===== src/rtl/iocfg_ctrl.sv =====
// iocfg_ctrl: serial configuration sequencer for a daisy-chained IO block ring
// Ports:
//   IOCLK      clock, all state on rising edge
//   RSTN       asynchronous active-low reset
//   START      begin a configuration pass (sampled in IDLE only)
//   ABORT      cancel a pass in LOAD/SHIFT; no latch is issued
//   WDATA      configuration word for the current block
//   WVALID     WDATA valid
//   WREADY     word accepted this cycle (LOAD and no ABORT)
//   CFG_SEN    chain shift enable
//   CFG_SDO    serial data to chain, MSB first
//   CFG_LATCH  one-cycle strobe copying shift regs to active config
//   BUSY       high in every state except IDLE
//   DONE       one-cycle pulse after a successful latch
//   IDX        index of the word being loaded/shifted
module iocfg_ctrl #(
    parameter int NUM_IOB = 8,
    parameter int CFG_W   = 3,
    parameter int IDX_W   = (NUM_IOB > 1) ? $clog2(NUM_IOB) : 1
) (
    input  logic             IOCLK,
    input  logic             RSTN,
    input  logic             START,
    input  logic             ABORT,
    input  logic [CFG_W-1:0] WDATA,
    input  logic             WVALID,
    output logic             WREADY,
    output logic             CFG_SEN,
    output logic             CFG_SDO,
    output logic             CFG_LATCH,
    output logic             BUSY,
    output logic             DONE,
    output logic [IDX_W-1:0] IDX
);
    localparam int CNT_W = (CFG_W > 1) ? $clog2(CFG_W) : 1;

    typedef enum logic [2:0] {IDLE, LOAD, SHIFT, LATCH, FIN} state_t;

    state_t           st, nxt;
    logic [CFG_W-1:0] sr;
    logic [CNT_W-1:0] cnt;
    logic             last_bit, last_blk;

    assign last_bit = cnt == CNT_W'(CFG_W - 1);
    assign last_blk = IDX == IDX_W'(NUM_IOB - 1);

    always_comb begin
        nxt = st;
        case (st)
            IDLE:    nxt = (START && !ABORT) ? LOAD : IDLE;
            LOAD:    nxt = ABORT ? IDLE : WVALID ? SHIFT : LOAD;
            SHIFT:   nxt = ABORT ? IDLE : !last_bit ? SHIFT : last_blk ? LATCH : LOAD;
            LATCH:   nxt = FIN;
            default: nxt = IDLE;
        endcase
    end

    always_ff @(posedge IOCLK or negedge RSTN) begin
        if (!RSTN) begin
            st  <= IDLE;
            sr  <= '0;
            cnt <= '0;
            IDX <= '0;
        end else begin
            st <= nxt;
            if (WREADY && WVALID) begin
                sr  <= WDATA;
                cnt <= '0;
            end else if (st == SHIFT) begin
                sr  <= sr << 1;
                cnt <= cnt + 1'b1;
            end
            // any return to IDLE (finish or abort) rewinds the index so the next pass starts at 0
            if (nxt == IDLE)
                IDX <= '0;
            else if (st == SHIFT && nxt == LOAD)
                IDX <= IDX + 1'b1;
        end
    end

    // outputs decode from state only; ABORT gates WREADY so an aborted word is never taken
    assign WREADY    = (st == LOAD) && !ABORT;
    assign CFG_SEN   = st == SHIFT;
    assign CFG_SDO   = CFG_SEN && sr[CFG_W-1];
    assign CFG_LATCH = st == LATCH;
    assign DONE      = st == FIN;
    assign BUSY      = st != IDLE;
endmodule

===== config.mk =====
export PLATFORM = sky130hd
export DESIGN_NAME = iocfg_ctrl
export DESIGN_NICKNAME = d
export VERILOG_FILES = /design/src/rtl/iocfg_ctrl.sv
export SDC_FILE = /design/constraint.sdc
export NUM_CORES = 1
export LEC_CHECK = 0
export ABC_AREA = 1
export CAP_MARGIN = 20
export CELL_PAD_IN_SITES_DETAIL_PLACEMENT = 1
export CELL_PAD_IN_SITES_GLOBAL_PLACEMENT = 1
export CORE_MARGIN = 2
export CORE_UTILIZATION = 33
export CTS_CLUSTER_DIAMETER = 120
export DETAILED_ROUTE_END_ITERATION = 12
export PLACE_DENSITY_LB_ADDON = 0.05
export SLEW_MARGIN = 25
export SYNTH_ARGS = -nofsm -noshare
export SYNTH_HDL_FRONTEND = slang
export SYNTH_SLANG_ARGS = --single-unit

===== constraint.sdc =====
create_clock -name IOCLK -period 1.95 [get_ports IOCLK]
set_clock_uncertainty 0.1 [all_clocks]
set_input_delay 0.39 -clock IOCLK [delete_from_list [all_inputs] [get_ports IOCLK]]
set_output_delay 0.39 -clock IOCLK [all_outputs]
set_load 0.01 [all_outputs]

Word level (Yosys, flattened, before mapping)
Index checks and enable logic that the tools add are counted.
{ "word_totals": {"ff_bits": 11, "inputBits": 8, "output_inout_bits": 9, "wordCells": 37} }
{ "classes": {"addsub": 2, "eq_ne": 7, "mux": 13, "n_reduce_logical": 11} }
{ "op_table": {"columns": ["cell", "count"], "rows": [
  ["2-bit two-way mux", 7],
  ["3-bit two-way mux", 4],
  ["3-bit case mux with 4 select lines", 1],
  ["3-bit by 1-bit equality test with 1-bit output, second input constant", 2],
  ["3-bit by 2-bit equality test with 1-bit output, second input constant", 2],
  ["3-bit equality test, second input constant", 2],
  ["3-bit zero test", 2],
  ["1-bit logical AND", 5],
  ["2-bit nonzero test", 2],
  ["3-bit by 1-bit adder with 3-bit output, second input constant", 1],
  ["3-bit nonzero test", 1],
  ["2-bit by 1-bit adder with 2-bit output, second input constant", 1],
  ["2-bit equality test, second input constant", 1],
  ["1-bit zero test", 1],
  ["1-bit two-way mux", 1]
]} }

Logic depth before layout (Yosys ltp)
{ "logic_depth": {"word_depth": 9, "depth_mapped": 10} }

Least setup slack after synthesis
No wires, ideal clock.
{ "synth_path": {"path_type": "reg-to-reg", "start": "register IDX[0]", "end": "register IDX[0]", "setup_time_ns": 0.119, "arrival_time_ns": 1.324, "required_ns": 1.731, "path_slack_ns": 0.407, "stages_incl_launch_ff": 9, "path_buffers": 0, "period_less_slack_ns": 1.543, "cell_sequence": "dfrtp_1 > ha_1 > ha_1 > o21ai_0 > nand3_2 > inv_2 > nand3_1 > nand2_1 > nor2_1"} }
{ "synth_via": {"elab_chain_len": 8, "elab_cells_between_ends": 12, "cone_classes": "add/sub: 1; eq/ne: 2; mux: 6; reduce/logical: 3"} }
{ "synth_rtl": {"columns": ["element", "line", "text"], "rows": [
  ["start: declaration", "33", "output logic [IDX_W-1:0] IDX"],
  ["start signal: assignment", "77", "IDX <= IDX + 1'b1;"],
  ["3-bit equality test", "45", "assign last_blk = IDX == IDX_W'(NUM_IOB - 1);"],
  ["2-bit two-way mux (3 in series)", "52", "SHIFT: nxt = ABORT ? IDLE : !last_bit ? SHIFT : last_blk ? LATCH : LOAD;"],
  ["3-bit case mux with 4 select lines", "49", "case (st)"],
  ["3-bit by 1-bit equality test with 1-bit output", "76", "else if (st == SHIFT && nxt == LOAD)"],
  ["1-bit logical AND", "76", null],
  ["2-bit nonzero test (no line)", null, null]
]} }
Several ways; a longest one is shown, not always the timed one. The select of a mux whose other input is x is not followed.
A chain may end at the register's enable or synchronous reset.

Worst setup path after layout
{ "layout_path": {"start": "register st[1]", "end": "output port CFG_SEN"} }
{ "layout_via": {"elab_chain_len": 1} }
{ "layout_rtl": {"columns": ["element", "line", "text"], "rows": [
  ["start: declaration", "39", "state_t st, nxt;"],
  ["start signal: assignment", "65", "st <= nxt;"],
  ["3-bit by 2-bit equality test with 1-bit output", "83", "assign CFG_SEN = st == SHIFT;"],
  ["end: declaration", "28", "output logic CFG_SEN,"]
]} }
Every way passes these cells.

==> summary.txt <==
STA
  • Fin crit share: 0.922
  • Max-slew headroom at the worst pin: 0.642
  • Endpoints failing setup: 0
  • Maximum clock frequency: 0.556 GHz
  • Number of endpoints with negative hold slack in the final report: 0
  • Sum of negative setup slack: 0 ns
  • Min setup slack post-route: 0.152 ns
  • Shortest period the worst path allows: 1.80 ns
  • Worst Hold Margin: 0.357 ns
  • Pin slew with the least headroom to its limit: 0.535 ns
  • Pins over their slew limit: 0
  • RSZ-0062 raised after global routing: no

Clock tree
  • Clock input transition at the sequential cells of the worst setup and hold paths: 0.08 ns
  • Inserted Clock Buffers: 3
  • Clock latency on the worst-skew pair: 0.28 ns
  • Root Buffer Master: clkbuf_4
  • Clock tree from TritonCTS: done
  • H-tree lvl count: 1
  • Number of sinks driven by the clock tree: 11
  • CTS hold repair buffers: 0
  • Number of buffers between clock root and the deepest sink: 2

Floorplan
  • Horizontal extent of the die: 48.8 um
  • Chip Height: 48.8 um
  • Initial core utilization: 0.345
  • Core area: 1920 um^2
  • Number of primary I/O pins: 17
  • Die Area: 2380 um^2
  • Total number of placement rows: 16

Global route
  • Number of global-route vias before repair: 638
  • Pin count of the biggest net entering global routing: 12
  • Final global-route overflow total: 0
  • Total global routing track utilization: 0.155
  • Global-route wire length before repair: 2.79 mm
  • Antenna violations before repair: 0

Synthesis
  • Proportion of synthesized area in mux cells: 0
  • Adder-cell share of the synthesized area: 0.0566
  • Main combinational cell family by area after synthesis: simple AND/OR/NAND/NOR gates
  • Number of distinct library cells after synthesis: 15
  • Simple-gate share of the synthesized area: 0.336
  • #FFs+latches synth: 11
  • Synthesized cell area: 663 um^2
  • Post-synthesis compound-gate area fraction: 0.0962
  • Total nets after synthesis: 94
  • Avg Synthesized Cell Area: 7.99 um^2
  • Xor and xnor fraction of the mapped netlist area: 0
  • Post-synthesis sequential area ratio: 0.415
  • Gate Count Post-Synth: 83
  • Yosys warnings: 0

Critical path
  • Arr. time, crit path: 1.31 ns
  • Count of buffer and inverter cells on the critical path: 2
  • Gate family responsible for the most delay along the worst path: flip-flops
  • Cell with the biggest individual delay on the critical path: dfrtp_2
  • Critical path class: reg -> out
  • Biggest cell delay along the critical path: 0.45 ns
  • Required time reported for the critical path endpoint: 1.46 ns
  • Setup crit end kind: output port
  • Kind of start point of the critical path: flip-flop
  • Maximum net fanout on the critical path: 5
  • Cells along the critical path: nand2_2 -> nor2_4 -> buf_4 -> dlygate4sd2_1

Finish
  • Utilization after layout: 0.483
  • Layout area overhead: 40.0%
  • Total area of sequential cells: 277 um^2
  • Fill cell count: 244
  • Fraction of layout instances using a drive strength above 1: 0.220
  • Layout Cell Area excl Fill: 928 um^2
  • Net count, final: 121
  • Diodes inserted: 0
  • Combined area of the multi-input logic cells: 327 um^2

Drt
  • Average routed wire per standard cell: 11.4 um
  • Initial DRC Count: 4
  • Initial DRT Pass Iterations: 2
  • Sum of routed wire length over all layers: 1.55 mm
  • Total vias in the final route: 601
  • Via/cell ratio: 4.42
  • Final antenna-violating net count: 0
  • Residual DRC count: 0

Placed design
  • Area post-placement: 895 um^2
  • Hpwl dp: 1.24 mm
  • # port buffers: 16
  • Dpl ws: -0.0338 ns
  • Routability congestion estimate from global placement: 0.768

Job
  • Count of maximum capacitance violations: 0

Outcome
  • Outcome: finished, final reports clean

Power
  • Power per cell area: 746 nW/um^2
  • Worst IR drop on VDD: 346 uV
  • P_leak: 0.469 nW

Min path
  • Hold Path Class: in -> async
==> worst paths after layout <==
kind | start | cells past startpoint | end | slack, ns
max | st[1] | 4 | CFG_SEN | 0.15
min | RSTN | 1 | sr[0] | 0.36
max reg2reg | IDX[0] | 8 | IDX[1] | 0.36
min reg2reg | cnt[1] | 2 | cnt[1] | 0.43
max in group asynchronous | RSTN | 1 | st[1] | 0.99
min in group IOCLK | cnt[1] | 2 | cnt[1] | 0.43
==> metal layers <==
layer	vias up	part of all wire	GRT usage
met5	-	0	0
met4	0	0.015	0.0857
met3	2	0.030	0.0399
met1	277	0.44	0.165
met2	7	0.52	0.276
li1	315	-	-
==> state kept, by name, indices dropped and copies added, names as in the netlist <==
name,cells
cnt,2
IDX,3
sr,3
st,3
==> through the flow <==
stage,power [W],cells
3_3_place_gp,0.000531,131
3_5_place_dp,0.000542,131
4_1_cts,0.000705,136
5_1_grt,0.000754,136
2_1_floorplan,0.000448,83
6_report,0.000693,136
==> synthesized netlist by cell type (all sizes together) <==
| cell type | count | share of area |
|---|---|---|
| inv | 17 | 0.096 |
| nand2 | 12 | 0.079 |
| a21oi | 4 | 0.030 |
| dfrtp | 11 | 0.42 |
| nor2 | 16 | 0.11 |
| o21ai | 7 | 0.053 |
| nor3 | 1 | 0.0075 |
| ha | 3 | 0.057 |
| o221ai | 1 | 0.013 |
| nand3 | 11 | 0.14 |
==> cell usage in the layout, fill, tap and decap left out <==
cell              n
dfrtp_2           1
a21oi_1           4
inv_2             4
clkbuf_4          3
dlygate4sd2_1     5
nand2_2           3
buf_4             6
inv_1            13
clkdlybuf4s50_1  10
nand3_2           2
nor3_1            1
o21ai_0           7
nor2_1           13
dfrtp_1          10
clkbuf_1          1
nand2_1           9
nor2_2            1
o221ai_1          1
ha_1              3
nor2_4            2
dlymetal6s2s_1    1
nand3_1           7
nand3_4           2
==> power breakdown <==
group	leakage [nW]	internal (W)	switching [W]
sequential	0.145	0.000280	0.0000257
combinational	0.309	0.0000971	0.000128
clock	0.0150	0.0000792	0.0000833
==> timing repair <==
action / in CTS / in global routing
buffers inserted: 1 / 0
resized for setup: 6 / 2
hold endpoints to repair: 0 / 0
setup endpoints to repair: 6 / 1
==> layout make-up <==
cell class | count | area share
Timing Repair Buffer | 22 | 0.217
Tap cell | 27 | 0.0364
Multi-Input combinational cell | 55 | 0.352
Clock buffer | 4 | 0.0283
Sequential cell | 11 | 0.298
Inverter | 17 | 0.0687
==> cell families (layout without fill, tap and decap cells) <==
logic type	after synthesis	count (layout)
AND/OR/NAND/NOR	40	40
AO/OA/AOI/OAI	12	12
buffers and inverters	17	43
adder cells (fa/ha/maj)	3	3
flip-flops	11	11
==> worst reg2reg max path, cell delays in order, from the launching register on <==
cell and delay, ns:
dfrtp_1 0.41, ha_1 0.21, ha_1 0.18, o21ai_0 0.20
nand3_2 0.10, inv_2 0.10, nand3_1 0.07, nand2_1 0.06
nor2_1 0.03
Note: power is estimated with default switching activity, not from simulation.
